===== config.mk =====
export PLATFORM = sky130hd
export DESIGN_NAME = mprj_wb_mailbox
export DESIGN_NICKNAME = d
export VERILOG_FILES = /design/src/rtl/mprj_wb_mailbox.sv
export SDC_FILE = /design/constraint.sdc
export NUM_CORES = 1
export LEC_CHECK = 0
export CORE_MARGIN = 4
export CORE_UTILIZATION = 30
export DETAILED_ROUTE_END_ITERATION = 10
export PLACE_DENSITY = 0.48
export SKIP_CTS_REPAIR_TIMING = 1
export SYNTH_ARGS = -nofsm -noshare
export SYNTH_HDL_FRONTEND = slang
export SYNTH_SLANG_ARGS = --single-unit

===== constraint.sdc =====
create_clock -name wb_clk_i -period 4.85 [get_ports wb_clk_i]
set_input_delay 0.7275 -clock wb_clk_i [delete_from_list [all_inputs] [get_ports wb_clk_i]]
set_output_delay 0.7275 -clock wb_clk_i [all_outputs]
set_load 0.005 [all_outputs]

===== src/rtl/mprj_wb_mailbox.sv =====
// Wishbone mailbox for the user project area: a CPU->user TX FIFO, a
// user->CPU RX FIFO, sticky error flags and a registered interrupt.
module mprj_wb_mailbox #(
  parameter logic [31:0] BASE_ADR = 32'h3000_0000,
  parameter int unsigned DEPTH    = 8
) (
  input  logic        wb_clk_i,
  input  logic        wb_rst_i,
  input  logic        wbs_cyc_i,
  input  logic        wbs_stb_i,
  input  logic        wbs_we_i,
  input  logic [3:0]  wbs_sel_i,
  input  logic [31:0] wbs_adr_i,
  input  logic [31:0] wbs_dat_i,
  output logic        wbs_ack_o,
  output logic [31:0] wbs_dat_o,
  output logic [31:0] tx_data,
  output logic        tx_valid,
  input  logic        tx_ready,
  input  logic [31:0] rx_data,
  input  logic        rx_valid,
  output logic        rx_ready,
  output logic        irq_o
);

  localparam int unsigned AW = $clog2(DEPTH);
  localparam int unsigned CW = AW + 1;

  logic [31:0]   r_tx_mem [DEPTH];
  logic [31:0]   r_rx_mem [DEPTH];
  logic [AW-1:0] r_tx_wp, r_tx_rp, r_rx_wp, r_rx_rp;
  logic [CW-1:0] r_tx_cnt, r_rx_cnt;
  logic          r_tx_ovf, r_rx_unf;
  logic [2:0]    r_irq_en;
  logic          r_ack, r_irq;
  logic [31:0]   r_dat;

  logic          w_acc, w_tx_full, w_tx_empty, w_rx_full, w_rx_empty;
  logic          w_tx_wr, w_tx_push, w_tx_pop, w_rx_rd, w_rx_push, w_rx_pop;
  logic          w_sts_clr, w_en_wr;
  logic [31:0]   w_tx_wdata, w_status, w_rdata;

  // Bus decode; full/empty come from the counts before the edge so a
  // same-edge pop never frees a slot for a push.
  assign w_acc      = wbs_cyc_i & wbs_stb_i & ~r_ack &
                      (wbs_adr_i[31:4] == BASE_ADR[31:4]);
  assign w_tx_full  = (r_tx_cnt == CW'(DEPTH));
  assign w_tx_empty = (r_tx_cnt == '0);
  assign w_rx_full  = (r_rx_cnt == CW'(DEPTH));
  assign w_rx_empty = (r_rx_cnt == '0);

  assign w_tx_wr   = w_acc & wbs_we_i & (wbs_adr_i[3:0] == 4'h0) & (|wbs_sel_i);
  assign w_tx_push = w_tx_wr & ~w_tx_full;
  assign w_tx_pop  = ~w_tx_empty & tx_ready;
  assign w_rx_rd   = w_acc & ~wbs_we_i & (wbs_adr_i[3:0] == 4'h4);
  assign w_rx_pop  = w_rx_rd & ~w_rx_empty;
  assign w_rx_push = rx_valid & rx_ready;
  assign w_sts_clr = w_acc & wbs_we_i & (wbs_adr_i[3:0] == 4'h8) & wbs_sel_i[0];
  assign w_en_wr   = w_acc & wbs_we_i & (wbs_adr_i[3:0] == 4'hC) & wbs_sel_i[0];

  assign w_tx_wdata = wbs_dat_i & {{8{wbs_sel_i[3]}}, {8{wbs_sel_i[2]}},
                                   {8{wbs_sel_i[1]}}, {8{wbs_sel_i[0]}}};

  assign w_status = {8'h00, 8'(r_tx_cnt), 8'(r_rx_cnt), 2'b00, r_rx_unf, r_tx_ovf,
                     w_tx_full, w_tx_empty, w_rx_full, ~w_rx_empty};

  // Read data mux for the accepted read access.
  always_comb begin
    w_rdata = '0;
    case (wbs_adr_i[3:0])
      4'h4:    w_rdata = w_rx_empty ? '0 : r_rx_mem[r_rx_rp];
      4'h8:    w_rdata = w_status;
      4'hC:    w_rdata = {29'b0, r_irq_en};
      default: w_rdata = '0;
    endcase
  end

  // FIFO storage; contents need no reset since counts gate visibility.
  always_ff @(posedge wb_clk_i) begin
    if (w_tx_push) r_tx_mem[r_tx_wp] <= w_tx_wdata;
    if (w_rx_push) r_rx_mem[r_rx_wp] <= rx_data;
  end

  // Control state: bus handshake, pointers, counts, flags and interrupt.
  always_ff @(posedge wb_clk_i or posedge wb_rst_i) begin
    if (wb_rst_i) begin
      r_ack    <= 1'b0;
      r_dat    <= '0;
      r_tx_wp  <= '0;
      r_tx_rp  <= '0;
      r_rx_wp  <= '0;
      r_rx_rp  <= '0;
      r_tx_cnt <= '0;
      r_rx_cnt <= '0;
      r_tx_ovf <= 1'b0;
      r_rx_unf <= 1'b0;
      r_irq_en <= '0;
      r_irq    <= 1'b0;
    end else begin
      r_ack <= w_acc;
      if (w_acc & ~wbs_we_i) r_dat <= w_rdata;

      if (w_tx_push) r_tx_wp <= r_tx_wp + AW'(1);
      if (w_tx_pop)  r_tx_rp <= r_tx_rp + AW'(1);
      case ({w_tx_push, w_tx_pop})
        2'b10:   r_tx_cnt <= r_tx_cnt + CW'(1);
        2'b01:   r_tx_cnt <= r_tx_cnt - CW'(1);
        default: r_tx_cnt <= r_tx_cnt;
      endcase

      if (w_rx_push) r_rx_wp <= r_rx_wp + AW'(1);
      if (w_rx_pop)  r_rx_rp <= r_rx_rp + AW'(1);
      case ({w_rx_push, w_rx_pop})
        2'b10:   r_rx_cnt <= r_rx_cnt + CW'(1);
        2'b01:   r_rx_cnt <= r_rx_cnt - CW'(1);
        default: r_rx_cnt <= r_rx_cnt;
      endcase

      if (w_tx_wr & w_tx_full)           r_tx_ovf <= 1'b1;
      else if (w_sts_clr & wbs_dat_i[4]) r_tx_ovf <= 1'b0;
      if (w_rx_rd & w_rx_empty)          r_rx_unf <= 1'b1;
      else if (w_sts_clr & wbs_dat_i[5]) r_rx_unf <= 1'b0;

      if (w_en_wr) r_irq_en <= wbs_dat_i[2:0];

      r_irq <= (r_irq_en[0] & ~w_rx_empty) | (r_irq_en[1] & w_tx_empty) |
               (r_irq_en[2] & (r_tx_ovf | r_rx_unf));
    end
  end

  assign wbs_ack_o = r_ack;
  assign wbs_dat_o = r_dat;
  assign irq_o     = r_irq;
  assign tx_valid  = ~w_tx_empty;
  assign tx_data   = w_tx_empty ? '0 : r_tx_mem[r_tx_rp];
  assign rx_ready  = ~w_rx_full & ~wb_rst_i;

endmodule


==> flow_summary_export.csv, run 1 <==
group,metric,value,unit
outcome,status,"completed",
cts,cts_tree,"built",
job,drv_cap,0,
global_routing,grt_pass1_vias,11980,
placement,io_buffer_count,174,
worst_setup_path,crit_arrival,3220,ps
synth,netlist_area,22570,um^2
sta,setup_viol,0,
pwr,power_leakage,8.630,nW
finish,drive_gt1_frac,0.2431,
worst_hold_path,worstHoldStart,"wbs_dat_o[13]",
sta,hold_viol,0,
floorplanning,rows,100,
finish,stdcell_area,27780,um^2
pwr,finalPower,0.01093,W
synth,seq_area_frac_synth,0.7466,
floorplanning,die-area,79690,um^2
cts,clockRootBuffer,"clkbuf_16",
worst_setup_path,critPathLaunch,"r_tx_rp[0]",
global_routing,groute.usage.overall,0.1383,
synth,postSynthCellCount,1088,
finish,syn_to_final_growth,23.09,%
synth,ys_ff_latch,571,
global_routing,grt_pass1_wl,80960,um
placement,dp_hpwl,33810,um
synth,synth_nets,1206,
synth,avgSynthCellArea,20.74,um^2
worst_setup_path,worstPathRequired,4120,ps
pwr,power_density,393.5,nW/um^2
sta,fin_setup_tns,0,ps
cts,clock-sinks,571,
worst_setup_path,start_kind,"flop",
worst_setup_path,crit_type,"flop to output port",
sta,period_share,0.8142,
placement,dp_cells,2225,
routing,drtPass1Iterations,4,
worst_setup_path,cp_num_buf_inv,2,
placement,place_area,25790,um^2
worst_setup_path,crit_fanout,31,
floorplanning,die_w,282.3,um
cts,cts_buffer_depth,3,
sta,slew_headroom,0.3584,
cts,clk_latency,630,ps
synth,yosys_warnings,0,
routing,wl_per_cell,23.47,um
routing,routed_wl,55000,um
floorplanning,initial_core_util,0.3032,
routing,vias_per_cell,4.752,
floorplanning,core_area,74450,um^2
cts,clkTransAtPathRegs,60,ps
worst_setup_path,crit_path_cell_trace,"buf_12 -> mux4_2 -> mux2i_1 -> nor2_1 -> clkdlybuf4s50_1",
routing,drt_iter0_markers,696,
routing,drc,0,
sta,clock_skew,16.50,ps
sta,rsz0062_at_grt,"false",
floorplanning,fp.dieH,282.3,um
sta,slew_violations,0,
worst_setup_path,r2r_start,"r_tx_cnt[0]",
cts,cts_buffers,61,
floorplanning,ios,175,
sta,worst_pin_slew,962.3,ps
worst_hold_path,hp-class,"flop to flop",
finish,nFillCells,6782,
worst_setup_path,cp-end-kind,"output port",
pwr,ir_worst_vdd,0.0002964,V
routing,ant_nets,0,
synth,synth_cell_types,52,
global_routing,antenna_found_initial,9,
synth,async_flop_share,0.1033,
finish,nets,1437,
sta,period_minus_slack,3949,ps
finish,final_cells,2343,
synth,synth_edf_count,512,
worst_setup_path,cp_top_family,"multiplexers",
placement,gp_congestion,0.7483,
worst_setup_path,critPathMaxStageDelay,860,ps
global_routing,overflow,0,
worst_setup_path,cp_slowest_cell,"dfrtp_4",
global_routing,grt_max_degree,48,
synth,synth_ff_type,"edfxtp_1",
cts,cts.htree.levels,2,
sta,fmax,253.2,MHz
routing,vias,11130,
[cell usage in the layout, fill, tap and decap left out, types with 6 or more instances in the layout]
cell,netlist,layout
edfxtp_1,512,512
clkdlybuf4s50_1,0,174
mux4_2,128,128
mux2i_1,66,66
clkbuf_16,0,61
nor2_1,61,55
dfrtp_1,59,53
buf_4,4,38
mux2_2,35,35
and2_1,34,34
clkbuf_1,16,20
nand2_1,18,18
o21ai_0,16,16
xor2_1,10,10
ha_1,10,10
clkinv_2,0,10
clkinv_1,0,8
buf_12,0,7
nor4_2,6,6
inv_1,7,6
xnor2_1,6,6
nor2_4,0,6
clkbuf_8,0,6
[per-stage QoR]
step	util	hold slack (ps)	worst slack, ps
detailed placement	0.3464	473.8	1016
finish	0.3732	485.1	901.0
floorplan	-	471.3	689.3
global route	0.3731	501.2	723.4
global placement	0.3464	470.5	1015
CTS	0.3731	487.9	819.0
[per-layer routing]
metal / global-route usage / wire length, um / part of all wire / vias to the layer above
met3: 0.03227 / 4040 / 0.073 / 62
met2: 0.2233 / 26270 / 0.48 / 283
met5: 0 / 62 / 0.0011 / -
met4: 0.03113 / 765 / 0.014 / 10
li1: - / - / - / 4903
met1: 0.1922 / 23860 / 0.43 / 5876
[cell usage after synthesis (all sizes together) (2+ instances only)]
cell type | number | share of area
and3 | 2 | 0.00055
nor4 | 9 | 0.0048
xnor2 | 6 | 0.0023
nand3 | 4 | 0.00089
or4 | 3 | 0.0012
xor2 | 10 | 0.0039
nand4 | 4 | 0.0017
and3b | 3 | 0.0012
a21oi | 4 | 0.00089
and4bb | 3 | 0.0017
inv | 8 | 0.0013
buf | 34 | 0.0077
mux2i | 66 | 0.029
a22oi | 4 | 0.0013
and2 | 34 | 0.0094
clkbuf | 17 | 0.0029
mux4 | 128 | 0.13
and4b | 4 | 0.0018
and4 | 3 | 0.0012
o21ai | 16 | 0.0035
edfxtp | 512 | 0.68
nor3 | 7 | 0.0021
nor4b | 2 | 0.0013
mux2 | 40 | 0.020
a21o | 2 | 0.00067
nand2 | 18 | 0.0030
ha | 10 | 0.0055
nand2b | 3 | 0.00083
dfrtp | 59 | 0.065
nor2 | 61 | 0.010
[kinds of logic (layout without fill, tap and decap cells)]
group                    Yosys count  count (layout)  share of synthesized area
AO/OA/AOI/OAI                     32              32                   0.008427
XOR/XNOR                          16              16                   0.006209
adder cells (fa/ha/maj)           11              11                   0.006431
buffers and inverters             59             341                    0.01192
flip-flops                       571             571                     0.7466
multiplexers                     234             234                     0.1769
other                              0               4                          0
AND/OR/NAND/NOR                  165             165                    0.04346
[flip-flops by register name, indices dropped and copies added, names as in the netlist]
signal and cells:
r_rx_wp 3, r_tx_wp 3, r_tx_rp 3, wbs_dat_o 32, r_tx_ovf 1, irq_o 1
r_rx_unf 1, r_tx_mem 256, r_rx_rp 3, wbs_ack_o 1, r_irq_en 3, r_rx_cnt 4
r_tx_cnt 4, r_rx_mem 256
[final timing paths]
check / slack [ps] / cells past startpoint / end
min in group asynchronous: 570 / 2 / wbs_dat_o[6]
max in group asynchronous: 3190 / 3 / r_tx_rp[0]
min: 490 / 1 / wbs_dat_o[13]
max: 900 / 5 / tx_data[2]
max reg2reg: 1750 / 10 / r_tx_cnt[2]
min reg2reg: 490 / 1 / wbs_dat_o[13]
[final cells by class]
class / count / area [um^2] / area share
Antenna cell: 4 / 10.01 / 0.0003603
Multi-Input combinational cell: 458 / 5512 / 0.1984
Clock buffer: 87 / 1684 / 0.06062
Tap cell: 969 / 1212 / 0.04364
Sequential cell: 571 / 16870 / 0.6072
Inverter: 8 / 30.03 / 0.001081
Timing Repair Buffer: 219 / 2167 / 0.07800
Clock inverter: 27 / 299.0 / 0.01076
[power breakdown]
group | switching, W | internal [W] | leakage [nW] | total, W
clock network | 0.00191 | 0.00269 | 0.974 | 0.00460
logic | 0.000377 | 0.000291 | 2.48 | 0.000668
registers | 0.0000951 | 0.00557 | 5.18 | 0.00566
Note: power is estimated with default switching activity, not from simulation.
==> run 2, diff against run 1 <==
Clock period 4.85 ns to 4.05 ns, I/O delays scaled along.
==> flow_summary_export.csv, run 2 (synthesis results as in run 1) <==
group,metric,value,unit
outcome,status,"completed",
finish,nFillCells,6830,
global_routing,grt_pass1_wl,79850,um
worst_setup_path,crit_type,"flop to output port",
routing,routed_wl,54090,um
sta,setup_viol,0,
floorplanning,ios,175,
cts,cts_buffer_depth,3,
sta,rsz0062_at_grt,"false",
floorplanning,initial_core_util,0.3032,
worst_setup_path,worstPathRequired,3440,ps
finish,stdcell_area,27820,um^2
worst_setup_path,critPathLaunch,"r_tx_rp[1]",
pwr,clock_power_share,0.418,
placement,io_buffer_count,174,
placement,gp_congestion,0.7234,
routing,vias,11050,
worst_setup_path,rr_endpoint,"r_tx_cnt[2]",
sta,fmax,282.9,MHz
routing,drt_iter0_markers,800,
pwr,p_switching,0.002809,W
cts,clock-sinks,571,
cts,clk_latency,620,ps
finish,final_common_cell,"edfxtp_1",
job,drv_cap,0,
pwr,power_density,467.4,nW/um^2
routing,drtPass1Iterations,5,
cts,cts_buffers,61,
routing,vias_per_cell,4.719,
sta,slew_headroom,0.3945,
cts,clockRootBuffer,"clkbuf_16",
global_routing,grt_max_degree,48,
floorplanning,core_area,74450,um^2
routing,wl_per_cell,23.11,um
placement,dp_cells,2222,
floorplanning,die_w,282.3,um
worst_hold_path,hp-class,"input port to asynchronous set/reset pin",
worst_setup_path,r2r_cells,10,
finish,nets,1434,
worst_setup_path,cp-end-kind,"output port",
sta,period_minus_slack,3535,ps
floorplanning,die-area,79690,um^2
sta,hold_viol,0,
worst_setup_path,crit_arrival,2930,ps
cts,cts.htree.levels,2,
finish,final_cells,2341,
sta,clock_skew,21.80,ps
cts,clkTransAtPathRegs,60,ps
worst_setup_path,start_kind,"flop",
cts,cts_tree,"built",
pwr,p_seq_frac,0.521,
global_routing,grt_pass1_vias,11940,
pwr,power_leakage,8.611,nW
finish,drive_gt1_frac,0.2398,
sta,worst_pin_slew,908.2,ps
worst_setup_path,r2r_slack,1240,ps
global_routing,groute.usage.overall,0.1363,
routing,drc,0,
global_routing,overflow,0,
sta,fin_setup_tns,0,ps
worst_setup_path,crit_fanout,29,
pwr,p_int,0.01019,W
placement,dp_hpwl,31990,um
worst_setup_path,r2r_start,"r_tx_cnt[0]",
floorplanning,fp.dieH,282.3,um
sta,period_share,0.8729,
finish,syn_to_final_growth,23.24,%
routing,ant_nets,0,
worst_setup_path,critPathCapture,"tx_data[7]",
finish,final_cell_mix,"edfxtp_1, clkdlybuf4s50_1, mux4_2",
sta,slew_violations,0,
placement,place_area,25830,um^2
floorplanning,rows,100,
global_routing,antenna_found_initial,11,
pwr,switching_share,0.2160,
pwr,ir_worst_vdd,0.0003658,V
pwr,finalPower,0.01300,W
pwr,combPwrFrac,0.061,
## run 2: cell count changes in the layout (fill, tap and decap cells not counted), sizes merged
cell	previous run	this run
clkinvlp	0	1
inv	11	9
clkbuf	87	89
buf	45	42
## run 2: critical path, stage by stage (launching register included)
cell and delay, ps:
dfrtp_2 890, buf_4 340, mux4_2 330, mux2i_1 220, nor2_1 60, clkdlybuf4s50_1 480
## run 2: cell type report
class | instances | area (um^2) | share of cell area
clock buffer | 89 | 1672 | 0.06010
inverter | 8 | 30.03 | 0.001080
sequential | 571 | 16870 | 0.6065
antenna | 4 | 10.01 | 0.0003599
tap | 969 | 1212 | 0.04359
multi-input combinational | 458 | 5512 | 0.1981
timing repair buffer | 216 | 2207 | 0.07935
clock inverter | 26 | 304.0 | 0.01093
## run 2: how the worst min path moves through the flow
stage | endpoint
after CTS | r_rx_rp[2]
final | r_rx_rp[2]
after global routing | r_rx_rp[2]
after detailed placement | wbs_dat_o[6]
after floorplan | r_tx_ovf
after global placement | wbs_dat_o[13]
## run 2: through the flow
stage                 util  hold WS [ps]  setup WS, ps
floorplan                -         471.3         9.290
global placement    0.3470         467.6         425.9
detailed placement  0.3470         479.3         402.3
CTS                 0.3735         442.8         372.7
global route        0.3735         491.3         307.9
finish              0.3736         484.9         514.6
## run 2: power groups by stage
stage	logic, W	clock network (W)	registers [W]
after floorplan	0.000398	0	0.00686
after global placement	0.000808	0	0.00689
after detailed placement	0.000822	0	0.00690
after CTS	0.000824	0.00561	0.00678
after global routing	0.000869	0.00587	0.00680
final	0.000795	0.00543	0.00678
## run 2: per-layer routing
metal | track usage | wire (um) | up-vias
met2 | 0.2230 | 25980 | 257
li1 | - | - | 4902
met3 | 0.03219 | 3427 | 69
met5 | 0 | 22 | -
met4 | 0.02817 | 800 | 4
met1 | 0.1877 | 23860 | 5816
